**src/rtl/uart_tx_mmio.sv**
```systemverilog
// uart_tx_mmio: store-driven 8N1 UART transmitter on the data-memory bus,
// with a small TX FIFO and a load-readable STATUS word.
module uart_tx_mmio #(
   parameter int          CLKS_PER_BIT = 434,
   parameter int          FIFO_DEPTH   = 4,
   parameter logic [31:0] BASE_ADDR    = 32'h1001_0040
) (
   input  logic        clk,
   input  logic        reset,
   input  logic [31:0] Address,
   input  logic [31:0] WriteData,
   input  logic        MemWrite,
   input  logic        MemRead,
   output logic [31:0] ReadData,
   output logic        UartTx,
   output logic        TxBusy
);

   localparam int PW = $clog2(FIFO_DEPTH);
   localparam int CW = PW + 1;
   localparam int BW = $clog2(CLKS_PER_BIT);
   localparam logic [31:0] STATUS_ADDR = BASE_ADDR + 32'd4;
   localparam logic [BW-1:0] BAUD_LAST = BW'(CLKS_PER_BIT - 1);
   localparam logic [CW-1:0] COUNT_FULL = CW'(FIFO_DEPTH);

   typedef enum logic [1:0] {
      IDLE,
      START,
      DATA,
      STOP
   } txStateT;

   txStateT       state, stateNext;
   logic [BW-1:0] baud, baudNext;
   logic [2:0]    bitIdx, bitIdxNext;
   logic [7:0]    shiftReg, shiftNext;
   logic          txReg, txNext;
   logic          bitDone;

   logic [7:0]    fifoMem [FIFO_DEPTH];
   logic [PW-1:0] rdPtr, wrPtr;
   logic [CW-1:0] count;
   logic          overflow;
   logic          full, empty;
   logic          dataWr, statusWr, statusRd;
   logic          push, pop, drop;
   logic [31:0]   status;
   logic          unusedWd;

   assign dataWr   = MemWrite && (Address == BASE_ADDR);
   assign statusWr = MemWrite && (Address == STATUS_ADDR);
   assign statusRd = MemRead && (Address == STATUS_ADDR);

   assign full  = (count == COUNT_FULL);
   assign empty = (count == '0);

   // A pop at the same edge frees a slot, so a store into a full FIFO still lands
   assign push = dataWr && (!full || pop);
   assign drop = dataWr && !push;

   assign unusedWd = ^WriteData[31:8];

   always_ff @(posedge clk) begin
      if (!reset) begin
         rdPtr    <= '0;
         wrPtr    <= '0;
         count    <= '0;
         overflow <= 1'b0;
      end else begin
         if (push)
            wrPtr <= wrPtr + PW'(1);
         if (pop)
            rdPtr <= rdPtr + PW'(1);
         count <= count + CW'(push) - CW'(pop);
         if (drop)
            overflow <= 1'b1;
         else if (statusWr && WriteData[3])
            overflow <= 1'b0;
      end
   end

   always_ff @(posedge clk) begin
      if (push)
         fifoMem[wrPtr] <= WriteData[7:0];
   end

   assign bitDone = (baud == BAUD_LAST);

   always_ff @(posedge clk) begin
      if (!reset) begin
         state    <= IDLE;
         baud     <= '0;
         bitIdx   <= '0;
         shiftReg <= '0;
         txReg    <= 1'b1;
      end else begin
         state    <= stateNext;
         baud     <= baudNext;
         bitIdx   <= bitIdxNext;
         shiftReg <= shiftNext;
         txReg    <= txNext;
      end
   end

   always_comb begin
      stateNext  = state;
      baudNext   = baud + BW'(1);
      bitIdxNext = bitIdx;
      shiftNext  = shiftReg;
      pop        = 1'b0;
      unique case (state)
         IDLE: begin
            baudNext = '0;
            if (!empty) begin
               pop       = 1'b1;
               shiftNext = fifoMem[rdPtr];
               stateNext = START;
            end
         end
         START: begin
            if (bitDone) begin
               stateNext  = DATA;
               baudNext   = '0;
               bitIdxNext = '0;
            end
         end
         DATA: begin
            if (bitDone) begin
               baudNext = '0;
               if (bitIdx == 3'd7) begin
                  stateNext = STOP;
               end else begin
                  bitIdxNext = bitIdx + 3'd1;
                  shiftNext  = shiftReg >> 1;
               end
            end
         end
         STOP: begin
            if (bitDone) begin
               stateNext = IDLE;
               baudNext  = '0;
            end
         end
         default: begin
            stateNext = IDLE;
            baudNext  = '0;
         end
      endcase

      // Line level follows the state being entered, so UartTx is a flop output
      txNext = 1'b1;
      unique case (1'b1)
         (stateNext == START): txNext = 1'b0;
         (stateNext == DATA):  txNext = shiftNext[0];
         default:              txNext = 1'b1;
      endcase
   end

   assign status = {23'd0, 5'(count), overflow,
                    (state != IDLE), empty, full};

   assign ReadData = statusRd ? status : 32'h0;
   assign UartTx   = txReg;
   assign TxBusy   = (state != IDLE) || !empty;

endmodule

```
**config.mk**
```make
export PLATFORM = sky130hd
export DESIGN_NAME = uart_tx_mmio
export DESIGN_NICKNAME = d
export VERILOG_FILES = /design/src/rtl/uart_tx_mmio.sv
export SDC_FILE = /design/constraint.sdc
export NUM_CORES = 1
export LEC_CHECK = 0
export ABC_AREA = 1
export CAP_MARGIN = 20
export CORE_ASPECT_RATIO = 0.75
export CORE_UTILIZATION = 30
export DETAILED_ROUTE_END_ITERATION = 7
export PLACE_DENSITY = 0.63
export SYNTH_ARGS = -nofsm -noshare
export SYNTH_HDL_FRONTEND = slang
export SYNTH_SLANG_ARGS = --single-unit
```
**constraint.sdc**
```tcl
create_clock -name clk -period 2.7 [get_ports clk]
set_input_delay 0.405 -clock clk [delete_from_list [all_inputs] [get_ports clk]]
set_output_delay 0.405 -clock clk [all_outputs]
set_load 0.1 [all_outputs]
```
==> results of run 1 <==
==> final cells by class <==
| class | count | share of cell area [%] |
|---|---|---|
| Clock buffer | 11 | 5.43 |
| Clock inverter | 5 | 0.933 |
| Tap cell | 136 | 3.97 |
| Timing Repair Buffer | 59 | 14.9 |
| Inverter | 49 | 4.29 |
| Sequential cell | 65 | 37.8 |
| Multi-Input combinational cell | 279 | 32.7 |
==> stage by stage <==
step | setup slack (ns) | power (W) | hold slack, ns | cells | area, um^2
CTS | 0.123 | 0.00338 | 0.468 | 604 | 4280
finish | 0.232 | 0.00335 | 0.473 | 604 | 4290
detailed placement | -0.00702 | 0.00232 | 0.458 | 588 | 4010
global placement | 0.0250 | 0.00229 | 0.457 | 588 | 4010
global route | 0.0410 | 0.00355 | 0.476 | 604 | 4290
floorplan | -0.770 | 0.00211 | 0.439 | 424 | 3420
==> critical path, stage by stage <==
cell             delay [ns]
clkdlybuf4s50_1        0.42
nor2_1                 0.15
nand2_1                0.07
nor2_1                 0.10
nand2_1                0.07
nor2_2                 0.15
buf_4                  0.13
nand3_2                0.13
nor2_1                 0.24
buf_12                 0.21
==> sequential cells by signal (all words and copies together) (netlist names), 2 cells and up, named ones only <==
| register | cells |
|---|---|
| bitIdx | 3 |
| rdPtr | 2 |
| baud | 9 |
| wrPtr | 2 |
| fifoMem | 32 |
| count | 3 |
| shiftReg | 8 |
| state | 2 |
==> metal layers <==
| metal | track usage [%] | part of all wire, % | up-vias |
|---|---|---|---|
| met5 | 0 | 0 | - |
| met4 | 6.33 | 2.0 | 0 |
| met3 | 3.29 | 6.8 | 12 |
| met2 | 20.0 | 44 | 77 |
| met1 | 17.1 | 47 | 1206 |
| li1 | - | - | 1370 |
==> timing repair <==
action,CTS,global route
gates resized for setup,0,2
setup buffers,0,0
endpoints found under the setup margin,0,2
hold buffers,0,0
==> layout by cell type (no fill, tap or decap), types with 3 or more instances in the layout <==
cell and instances:
nand3_1 13, o21ai_0 19, nand4_1 3, conb_1 25
dfxtp_1 33, nand2_2 3, inv_2 6, nor2_1 78
xnor2_1 3, ha_1 10, a31oi_1 6, buf_12 7
buf_4 9, o22ai_1 7, nand2_1 73, a21oi_1 8
inv_1 41, edfxtp_1 32, clkbuf_16 9, clkdlybuf4s50_1 43
nor2_4 3, nor2_2 4
==> worst max-delay path by stage <==
stage,cells after the start,slack (ns),startpoint,end
floorplan,7,-0.77,Address[20],ReadData[0]
global placement,13,0.02,Address[20],count[2]
detailed placement,13,-0.007,Address[20],count[2]
CTS,10,0.12,Address[20],ReadData[0]
global route,10,0.04,Address[20],ReadData[4]
finish,10,0.23,Address[20],ReadData[3]
==> cells by family (layout without fill, tap and decap cells) <==
family / Yosys count / after routing / synth area share [%]
adder cells (fa/ha/maj): 11 / 11 / 4.36
flip-flops: 65 / 65 / 48.7
AND/OR/NAND/NOR: 193 / 193 / 25.7
AO/OA/AOI/OAI: 46 / 46 / 7.85
XOR/XNOR: 4 / 4 / 1.05
other: 1 / 25 / 0.113
buffers and inverters: 80 / 124 / 12.2
==> power groups by stage <==
stage	combinational [W]	sequential [W]	clock (W)
6_report	0.00104	0.00126	0.00105
2_1_floorplan	0.000841	0.00127	0
4_1_cts	0.00104	0.00126	0.00107
5_1_grt	0.00115	0.00129	0.00111
3_3_place_gp	0.00101	0.00128	0
3_5_place_dp	0.00104	0.00128	0
==> results.md, run 1 <==
- Switching portion of total power: 37.7%
- Vias in the first global route: 2590
- Ys async rst share: 0%
- Internal power: 0.00209 W
- R2R depth: 10
- Reg-to-reg endpoint: count[2]
- Top-count cell post-synth: nor2_1
- Post-synth cell types: 39
- Flop pwr share: 37.7%
- Drt via density: 4.41
- Die width: 124 um
- Area of the multi-input gates: 1400 um^2
- MaxCap Viol Count: 0
- Global placement routability congestion: 0.767
- IO Count: 102
- Combinational power share: 31.0%
- CTS buffer count: 9
- Die area: 11500 um^2
- First-pass GRT wire length: 11700 um
- WHS Endpoint: bitIdx[2]
- Synth cell count leaders: 78 x nor2_1, 73 x nand2_1, 41 x inv_1, 33 x dfxtp_1, 32 x edfxtp_1
- Setup TNS: 0 ns
- Slew headroom: 61.6%
- Hold_sp: bitIdx[2]
- Final clock skew: 0.00620 ns
- Post-route DRC: 0
- Iteration-0 DRC Markers: 112
- Num rows: 32
- Min-delay worst type: flop to flop
- Remaining global-route overflow: 0
- Initial antenna violation count: 0
- Max VDD drop: 0.000343 V
- Top cells by area, synth: edfxtp_1 29%, dfxtp_1 20%, nor2_1 8.8%, nand2_1 8.2%, buf_4 5.9%
- Crit path kind: primary input to output port
- CTS root buffer: clkbuf_16
- Crit end category: output port
- Area Overhead vs Synth: 28.7%
- Synth Instances: 400
- Clk pin slew, worst setup/hold paths: 0.05 ns
- Post-synthesis sequential element count: 65
- Starting density of the core: 31.6%
- # setup viols final: 0
- Share of cells above drive strength 1: 12.4%
- Final hold viol count: 0
- N_diodes: 0
- Via Count: 2665
- Yosys top cell area share: 28.8%
- Routed WL per cell: 11.2 um
- Core Region: 10500 um^2
- Clock latency at the later pin of the worst-skew pair: 0.33 ns
- WHS Path Cells: 2
- Critical Path AT: 2.06 ns
- Slew Viols, Final: 0
- Crit share post-route: 91.4%
- RSZ-0062 raised after global routing: no
- H-tree depth: 3
- F_max: 0.405 GHz
- Synth Flop Type: dfxtp_1
- 1st-pass router iterations: 4
- CTS tree: yes
- Clock period minus worst slack: 2.47 ns
- Reg2reg start: state[1]
- Clk buf depth: 2
- Layout Nets: 542
- Largest area contributor in the netlist: edfxtp_1
- Crit Path Max Fanout: 7
- Number of I/O port buffers: 52
- Power share of the clock group: 31.3%
- Lkg Pwr: 1.71 nW
- Least-Margin Pin Slew: 0.575 ns
- Synthesized area: 3330 um^2
- Die height: 93.3 um
- Syn Area/Cell: 8.33 um^2
- Largest net degree at the start of global routing: 19
- Fillcell total: 1022
- Startpoint Class: primary input
- Status: finished, final reports clean
- Fin util: 40.7%
- Clk sinks: 65
- Switching power: 0.00126 W
- Total GRT Usage: 13.1%
- Register area share after synthesis: 48.7%
- Post-synth EDFFs: 32
- Reg area: 1620 um^2
- Final ANT Viol Nets: 0
- Power per cell area: 780 nW/um^2
- Yosys Warn Count: 0
- WL final: 6750 um
- Critical Path RT: 2.30 ns
- R2r setup slk: 0.49 ns
- Dpl hpwl: 5110 um
(Power assumes the default switching activity.)
==> run 2, diff against run 1 <==
- CAP_MARGIN: 20 -> not set
- PLACE_DENSITY: 0.63 -> 0.65
- clock period: 2.7 -> 2.2 ns (I/O delays scaled with it)
==> run 2 against run 1 <==
  * Total power is 27% higher
  * Combinational power is 39% higher
  * First-iteration DRC count is 34% higher
  * Routed wire length is 17% higher
  * Sequential cell count stayed put
  * Register-to-register slack worse by 0.38 ns
  * Sequential power is 21% higher
  * Hold slack worse by 0.0030 ns
  * Largest power group unchanged
  * Final cell count is 8.8% higher
  * Die area stayed put
  * Design area is 10% higher
==> results.md, run 2 (synthesis gave the netlist of run 1 again) <==
- Most frequent cells in the layout: 73 x nand2_1, 67 x nor2_1, 60 x buf_4
- Layout Nets: 595
- Remaining global-route overflow: 0
- Starting density of the core: 31.6%
- Drt via density: 4.42
- CTS buffer count: 9
- Die width: 124 um
- N_diodes: 0
- WL final: 7870 um
- # setup viols final: 0
- Crit end category: output port
- 1st-pass router iterations: 4
- Clk pin slew, worst setup/hold paths: 0.05 ns
- Slew Viols, Final: 0
- Crit path kind: primary input to output port
- Via Count: 2904
- Largest Register: fifoMem
- Iteration-0 DRC Markers: 150
- H-tree depth: 3
- Clock period minus worst slack: 2.18 ns
- Worst-path cell chain: dlygate4sd2_1 -> nor2_1 -> nand2_1 -> nor2_1 -> nand2_1 -> nor2_2 -> buf_6 -> nand3_4 -> nor3_4 -> buf_12
- Biggest regs: fifoMem x32, baud x9, shiftReg x8
- Number of I/O port buffers: 52
- Core Region: 10500 um^2
- Vias in the first global route: 2891
- Crit Path Max Fanout: 7
- Status: finished, final reports clean
- Final hold viol count: 0
- Die height: 93.3 um
- Hold_sp: shiftReg[7]
- IO Count: 102
- Routed WL per cell: 12.0 um
- Clock latency at the later pin of the worst-skew pair: 0.33 ns
- Post-placement cell count: 598
- R2r setup slk: 0.11 ns
- Worst slack on hold paths: 0.470 ns
- RSZ-0062 raised after global routing: yes
- Fillcell total: 1010
- Initial antenna violation count: 0
- Commonest non-fill, non-tap cell in the layout: nand2_1
- Num rows: 32
- Max reg flops: 32
- Reg-to-reg endpoint: count[2]
- Share of cells above drive strength 1: 23.6%
- Die area: 11500 um^2
- First-pass GRT wire length: 12800 um
- # hold bufs at CTS: 0
- Reg2reg start: state[1]
- Min-delay worst type: flop to flop
- Final Instance Area: 4740 um^2
- Clk sinks: 65
- WHS Endpoint: shiftReg[7]
- Power per cell area: 896 nW/um^2
- Clk buf depth: 2
- Startpoint Class: primary input
- Dpl hpwl: 5160 um
- Slowest cell delay on critical path: 0.26 ns
- Crit share post-route: 99.0%
- Total GRT Usage: 14.6%
- CTS root buffer: clkbuf_16
- Worst path slowest cell: nor3_4
- Final clock skew: 0.00658 ns
- CTS tree: yes
- Final ANT Viol Nets: 0
- Critical Path AT: 1.85 ns
- Finished Layout Cells: 657
- MaxCap Viol Count: 0
- Critical Path RT: 1.87 ns
- R2R depth: 10
- Placed inst area: 4100 um^2
- Lkg Pwr: 2.01 nW
- Post-route DRC: 0
- WHS Path Cells: 2
- Area Overhead vs Synth: 42.2%
- Global placement routability congestion: 0.810
- F_max: 0.459 GHz
- Max VDD drop: 0.000486 V
- Largest net degree at the start of global routing: 18
==> run 2: cell count changes in the layout (fill, tap and decap cells not counted), moves of 3 or more <==
| cell | previous run | this run |
|---|---|---|
| buf_4 | 9 | 60 |
| clkdlybuf4s15_1 | 0 | 12 |
| clkdlybuf4s50_1 | 43 | 12 |
| clkinvlp_4 | 0 | 3 |
| dlygate4sd2_1 | 0 | 19 |
| nor2_1 | 78 | 67 |
| nor2_2 | 4 | 13 |
==> run 2: through the flow <==
step	setup slack, ns	TNS (ns)	total power (W)	utilization (%)
2_1_floorplan	-0.367	-2.39	0.00259	-
3_3_place_gp	-0.359	-1.25	0.00290	39.0
3_5_place_dp	-0.387	-1.57	0.00292	39.0
4_1_cts	0.0637	0	0.00427	44.5
5_1_grt	-0.118	-0.388	0.00451	45.0
6_report	0.0224	0	0.00425	45.0
==> run 2: worst max-delay path: cells and delay by family <==
kind                   cells  cell delay (ns)
buffers and inverters      3             0.56
AND/OR/NAND/NOR            7             0.93
==> run 2: area by class of cell <==
cell class                 instances  area (um^2)  share of cell area [%]
inverter                          49          184                    3.88
tap                              136          170                    3.59
clock buffer                      10          229                    4.83
sequential                        65         1620                    34.2
clock inverter                     6         43.8                   0.924
multi-input combinational        279         1460                    30.8
timing repair buffer             112         1030                    21.7
==> run 2: worst max path at each step <==
stage / slack, ns / start / cells past startpoint / to
floorplan: -0.37 / Address[20] / 7 / ReadData[2]
global placement: -0.36 / Address[20] / 13 / count[2]
detailed placement: -0.39 / Address[1] / 13 / count[2]
CTS: 0.06 / state[1] / 10 / count[2]
global route: -0.12 / Address[13] / 10 / ReadData[0]
finish: 0.02 / Address[13] / 10 / ReadData[0]
==> run 2: per-layer routing <==
metal / share of wire (%) / wire length (um) / vias up / GRT usage, %
met4: 2.4 / 187 / 0 / 6.53
met1: 41 / 3260 / 1319 / 16.5
met5: 0 / 0 / - / 0
met2: 49 / 3890 / 95 / 25.2
met3: 6.7 / 530 / 17 / 4.57
li1: - / - / 1473 / -
==> run 2: timing repair <==
action,CTS,global route
cloned,0,0
endpoints found under the setup margin,8,7
buffers inserted,40,3
resized for setup,45,16
pin swaps,13,16
==> run 2: power by group <==
part	internal, W	switching (W)	leakage (nW)	total (W)
Combinational	0.000485	0.000970	1.33	0.00145
Clock	0.000763	0.000512	0.123	0.00127
Sequential	0.00141	0.000110	0.557	0.00152
Total	0.00265	0.00159	2.01	0.00425
